--- config.mk ---
export PLATFORM = sky130hd
export DESIGN_NAME = mem_port_arbiter
export DESIGN_NICKNAME = d
export VERILOG_FILES = /design/src/rtl/mem_port_arbiter.sv
export SDC_FILE = /design/constraint.sdc
export NUM_CORES = 1
export LEC_CHECK = 0
export CAP_MARGIN = 10
export CORE_AREA = 2 2 111 113
export DETAILED_ROUTE_END_ITERATION = 12
export DIE_AREA = 0 0 113 115
export DONT_BUFFER_PORTS = 1
export GPL_TIMING_DRIVEN = 0
export MAX_ROUTING_LAYER = met4
export PLACE_DENSITY = 0.39
export REMOVE_ABC_BUFFERS = 1
export SLEW_MARGIN = 40
export SYNTH_ARGS = -nofsm -noshare
export SYNTH_HDL_FRONTEND = slang
export SYNTH_SLANG_ARGS = --single-unit
--- constraint.sdc ---
create_clock -name clk -period 2.2 [get_ports clk]
set_input_delay 0.44 -clock clk [delete_from_list [all_inputs] [get_ports clk]]
set_output_delay 0.44 -clock clk [all_outputs]
set_load 0.1 [all_outputs]
--- src/rtl/mem_port_arbiter.sv ---
// mem_port_arbiter
// Shares one single-ported, fixed-latency memory between instruction fetch
// and load/store. Data accesses win ties, fetches cancelled by a redirect are
// dropped, and the pipeline stall terms are derived from the pending requests.
//
// Handshake: a requester raises req and holds it (with stable attributes)
// until it sees a one-cycle done pulse; it may drop or change req in the
// cycle after done. A flush releases the fetch requester from that rule.
// Only one access is ever in flight and it always runs to completion unless
// rst is asserted.
module mem_port_arbiter #(
    parameter int MEM_LAT = 2,
    parameter int CNT_W   = 16
) (
    input  logic              clk,
    input  logic              rst,
    input  logic              if_req,
    input  logic [31:0]       if_addr,
    output logic [31:0]       if_rdata,
    output logic              if_done,
    input  logic              flush,
    input  logic              dm_req,
    input  logic              dm_we,
    input  logic [31:0]       dm_addr,
    input  logic [31:0]       dm_wdata,
    output logic [31:0]       dm_rdata,
    output logic              dm_done,
    output logic              mem_en,
    output logic              mem_we,
    output logic [31:0]       mem_addr,
    output logic [31:0]       mem_wdata,
    input  logic [31:0]       mem_rdata,
    output logic              stall_pipe,
    output logic              if_wait,
    output logic [CNT_W-1:0]  conflict_cnt,
    output logic [1:0]        dbg_state
);

    typedef enum logic [1:0] {
        IDLE   = 2'd0,
        BUSY_I = 2'd1,
        BUSY_D = 2'd2
    } state_t;

    // Cycles left after the issue cycle before read data is valid.
    localparam logic [2:0] LAT_M1 = 3'(MEM_LAT - 1);

    state_t           state_q, state_d;
    logic [2:0]       cnt_q, cnt_d;
    logic             kill_q, kill_d;
    logic [CNT_W-1:0] conflict_q, conflict_d;

    // State register, latency counter, fetch-kill flag and conflict counter.
    always_ff @(posedge clk or posedge rst) begin
        if (rst) begin
            state_q    <= IDLE;
            cnt_q      <= '0;
            kill_q     <= 1'b0;
            conflict_q <= '0;
        end else begin
            state_q    <= state_d;
            cnt_q      <= cnt_d;
            kill_q     <= kill_d;
            conflict_q <= conflict_d;
        end
    end

    // Arbitration, issue strobes, completion pulses and next-state logic.
    always_comb begin
        state_d    = state_q;
        cnt_d      = cnt_q;
        kill_d     = kill_q;
        conflict_d = conflict_q;
        mem_en     = 1'b0;
        mem_we     = 1'b0;
        mem_addr   = '0;
        mem_wdata  = '0;
        if_done    = 1'b0;
        dm_done    = 1'b0;

        unique case (state_q)
            IDLE: begin
                // Nothing reaches the memory while held in reset.
                if (!rst) begin
                    if (dm_req) begin
                        mem_en    = 1'b1;
                        mem_we    = dm_we;
                        mem_addr  = dm_addr;
                        mem_wdata = dm_wdata;
                        cnt_d     = LAT_M1;
                        state_d   = BUSY_D;
                    end else if (if_req && !flush) begin
                        // A flush in this cycle means the fetch address is
                        // stale; the redirected fetch issues next cycle.
                        mem_en   = 1'b1;
                        mem_addr = if_addr;
                        cnt_d    = LAT_M1;
                        state_d  = BUSY_I;
                    end
                end
                if (mem_en && if_req && dm_req && (conflict_q != '1)) begin
                    conflict_d = conflict_q + CNT_W'(1);
                end
            end
            BUSY_I: begin
                if (flush) begin
                    kill_d = 1'b1;
                end
                if (cnt_q == 3'd0) begin
                    // A flush in the completion cycle also discards the word.
                    if_done = ~(kill_q | flush);
                    kill_d  = 1'b0;
                    state_d = IDLE;
                end else begin
                    cnt_d = cnt_q - 3'd1;
                end
            end
            BUSY_D: begin
                if (cnt_q == 3'd0) begin
                    dm_done = 1'b1;
                    state_d = IDLE;
                end else begin
                    cnt_d = cnt_q - 3'd1;
                end
            end
            default: begin
                state_d = IDLE;
            end
        endcase
    end

    // Read data is passed straight through; consumers qualify it with done.
    assign if_rdata     = mem_rdata;
    assign dm_rdata     = mem_rdata;
    assign stall_pipe   = dm_req & ~dm_done;
    assign if_wait      = if_req & ~if_done;
    assign conflict_cnt = conflict_q;
    assign dbg_state    = state_q;

endmodule

==> results_dict.tcl <==
set metrics [dict create \
    multi_input_area_um2 1770 \
    n_antenna_cell 0 \
    clock-sinks 22 \
    die_w_um 113 \
    synth-seq-cells 22 \
    grt_overflow 0 \
    seq_area_um2 606 \
    yosysSeqAreaShare_pct 24.0 \
    dpl.hpwl_um 10100 \
    grt_max_degree 46 \
    wl_um 12900 \
    tritoncts "built" \
    firstDrtPassIters 9 \
    leakagePower_nw 1.28 \
    core_area_um2 11800 \
    worst_pin_slew_ns 0.614 \
    path_class "reg2out" \
    syn_area_per_cell_um2 8.67 \
    fin_skew_ns 0.00554 \
    syn_area_um2 2300 \
    ant_nets 0 \
    min_period_over_period_pct 117 \
    grt_pass1_vias 1867 \
    total_power_mw 4.13 \
    slowest_delay_ns 0.63 \
    h-tree-depth 1 \
    outcome "complete, but fails checks" \
    p_per_area_nw_per_um2 1380 \
    gp_congestion 0.767 \
    area_growth_pct 30.3 \
    viasPerCell 5.23 \
    via_count 1919 \
    yosys_warnings 0 \
    final_cell_mix "and3_4, a22o_4, dfrtp_4" \
    drt_iter0_drc 97 \
    clockBufferDepth 2 \
    grt_pass1_wl_um 16500 \
    cp_slowest_cell "dfrtp_4" \
    finalNetCount 361 \
    final_common_cell "and3_4" \
    violations "DRC, setup timing" \
    r2r_start "dbg_state[1]$_DFFE_PP0P_" \
    min_period_ns 2.57 \
    syn_inst 265 \
    crit_fanout 8 \
    crit_start "dbg_state[1]$_DFFE_PP0P_" \
    drc_errors 19 \
    end_kind "output port" \
    synthFlopType "dfrtp_1" \
    setup_viol 72 \
    report.final.slew_viol_count 0 \
    initial_core_util_pct 19.4 \
    clk_pin_slew_ns 0.07 \
    post-route-util_pct 25.3 \
    relSlewSlack_pct 59.0 \
    die_h_um 115 \
    routedWlPerCell_um 35.2 \
    nFillCells 1232 \
    synth_edf_count 0 \
    peakVddDrop_mv 0.605 \
    maxCapViolations 0 \
    clk_latency_ns 0.26 \
    max_freq_mhz 389 \
    cp_cell_sequence "inv_4 -> ha_4 -> nor2b_4 -> buf_12 -> and2_4 -> a22o_4" \
    yosys.cell_types.count 39 \
    layout_setup_ws_ns -0.370 \
    worstHoldPathType "in2async" \
    drive_gt1_share_pct 65.9 \
    rsz0062_at_grt "true" \
    finalHoldViolCount 0 \
    cts_buffers 3 \
    die_area_um2 13000 \
    fp-row-count 40 \
    io_buffer_count 0 \
    track_usage_pct 18.9 \
    ios 286 \
    async_flop_share_pct 100 \
    antenna_found_initial 0 \
    cts_root_buf "clkbuf_16" \
    critPathArrivalTime_ns 2.13 \
    crit_required_ns 1.76 \
    timing.critical_path.from_type "flop" \
]
==> cells by family after synthesis <==
kind of cell             share of synthesized area, %
AND/OR/NAND/NOR                                  23.9
adder cells (fa/ha/maj)                          3.27
AO/OA/AOI/OAI                                    15.4
flip-flops                                       24.0
multiplexers                                     1.80
buffers and inverters                            25.9
XOR/XNOR                                         5.72
==> what timing repair did <==
action | in CTS | in global routing
resized for setup | 102 | 7
hold endpoints to repair | 0 | 0
endpoints found under the setup margin | 81 | 81
buffers inserted | 16 | 5
pin swaps | 62 | 6
hold buffers | 0 | 0
cloned | 6 | 1
==> area by class of cell <==
cell class	instances	share of cell area (%)
multi-input cells	159	59.3
flip-flops and latches	22	20.2
repair buffers	26	9.53
well taps	147	6.15
clock buffers	3	2.51
inverters	9	1.30
clock inverters	1	1.00
==> sequential cells by signal, summed over array words and instances (netlist names) <==
name / flops
dbg_state: 2
conflict_cnt: 16
cnt_q: 3
kill_q: 1
==> final timing paths <==
kind	to	slack (ns)	depth (start not counted)
max in group asynchronous	dbg_state[1]$_DFFE_PP0P_	1.71	1
min reg2reg	cnt_q[1]$_DFFE_PP0P_	0.56	2
max	mem_addr[27]	-0.37	6
min in group clk	dbg_state[0]$_DFFE_PP0P_	0.31	1
min	conflict_cnt[2]$_DFFE_PP0P_	0.1	1
max reg2reg	conflict_cnt[9]$_DFFE_PP0P_	-0.06	8
==> critical path: cells and delay by family (launching register included) <==
family                     cells  cell delay (ns)
AOI/OAI and AO/OA              1             0.35
adders and majority gates      1             0.14
buffers and inverters          2             0.28
DFF                            1             0.63
and+or+nand+nor                2             0.45
==> power breakdown <==
group	leakage (nW)	internal, mW	switching [mW]
clock network	0.0511	0.362	0.158
logic	0.971	0.807	1.80
registers	0.257	0.517	0.486
total	1.28	1.69	2.45
==> layer usage <==
layer / share of wire (%) / track usage (%)
met4: 1.8 / 3.41
met3: 18 / 16.4
met2: 51 / 32.8
met1: 29 / 15.4
met5: 0 / -
==> synth_stat cells (2+ instances only) <==
cell type | instances | area share, %
nor3_2 | 2 | 0.87
buf_4 | 64 | 21
ha_1 | 6 | 3.3
mux2i_1 | 3 | 1.3
nand4_1 | 4 | 1.1
xor2_1 | 11 | 4.2
nand2_1 | 8 | 1.3
xnor2_1 | 4 | 1.5
nor2b_1 | 5 | 1.4
buf_2 | 8 | 1.7
clkbuf_1 | 8 | 1.3
and4_1 | 2 | 0.76
inv_1 | 9 | 1.5
a21oi_1 | 4 | 0.87
o21ai_0 | 3 | 0.65
nor3_1 | 4 | 0.87
and3_1 | 34 | 9.3
dfrtp_1 | 22 | 24
and2_1 | 3 | 0.82
nand3_1 | 7 | 1.5
nor4_1 | 3 | 0.82
a22o_1 | 32 | 12
nor2_1 | 2 | 0.33
nand2b_1 | 2 | 0.54
==> through the flow <==
step | setup slack (ns) | setup TNS (ns) | instance area [µm²] | instances | hold slack (ns)
2_1_floorplan | -4.35 | -144.43 | 1740 | 184 | 0.435
3_3_place_gp | -4.62 | -204.17 | 1920 | 331 | 0.521
3_5_place_dp | -1.34 | -65.46 | 2100 | 335 | 0.393
4_1_cts | -0.361 | -21.33 | 2890 | 361 | 0.113
5_1_grt | -0.426 | -26.37 | 2990 | 367 | 0.130
6_report | -0.370 | -21.71 | 2990 | 367 | 0.0981
No activity file was read; power rests on OpenSTA's default activity.
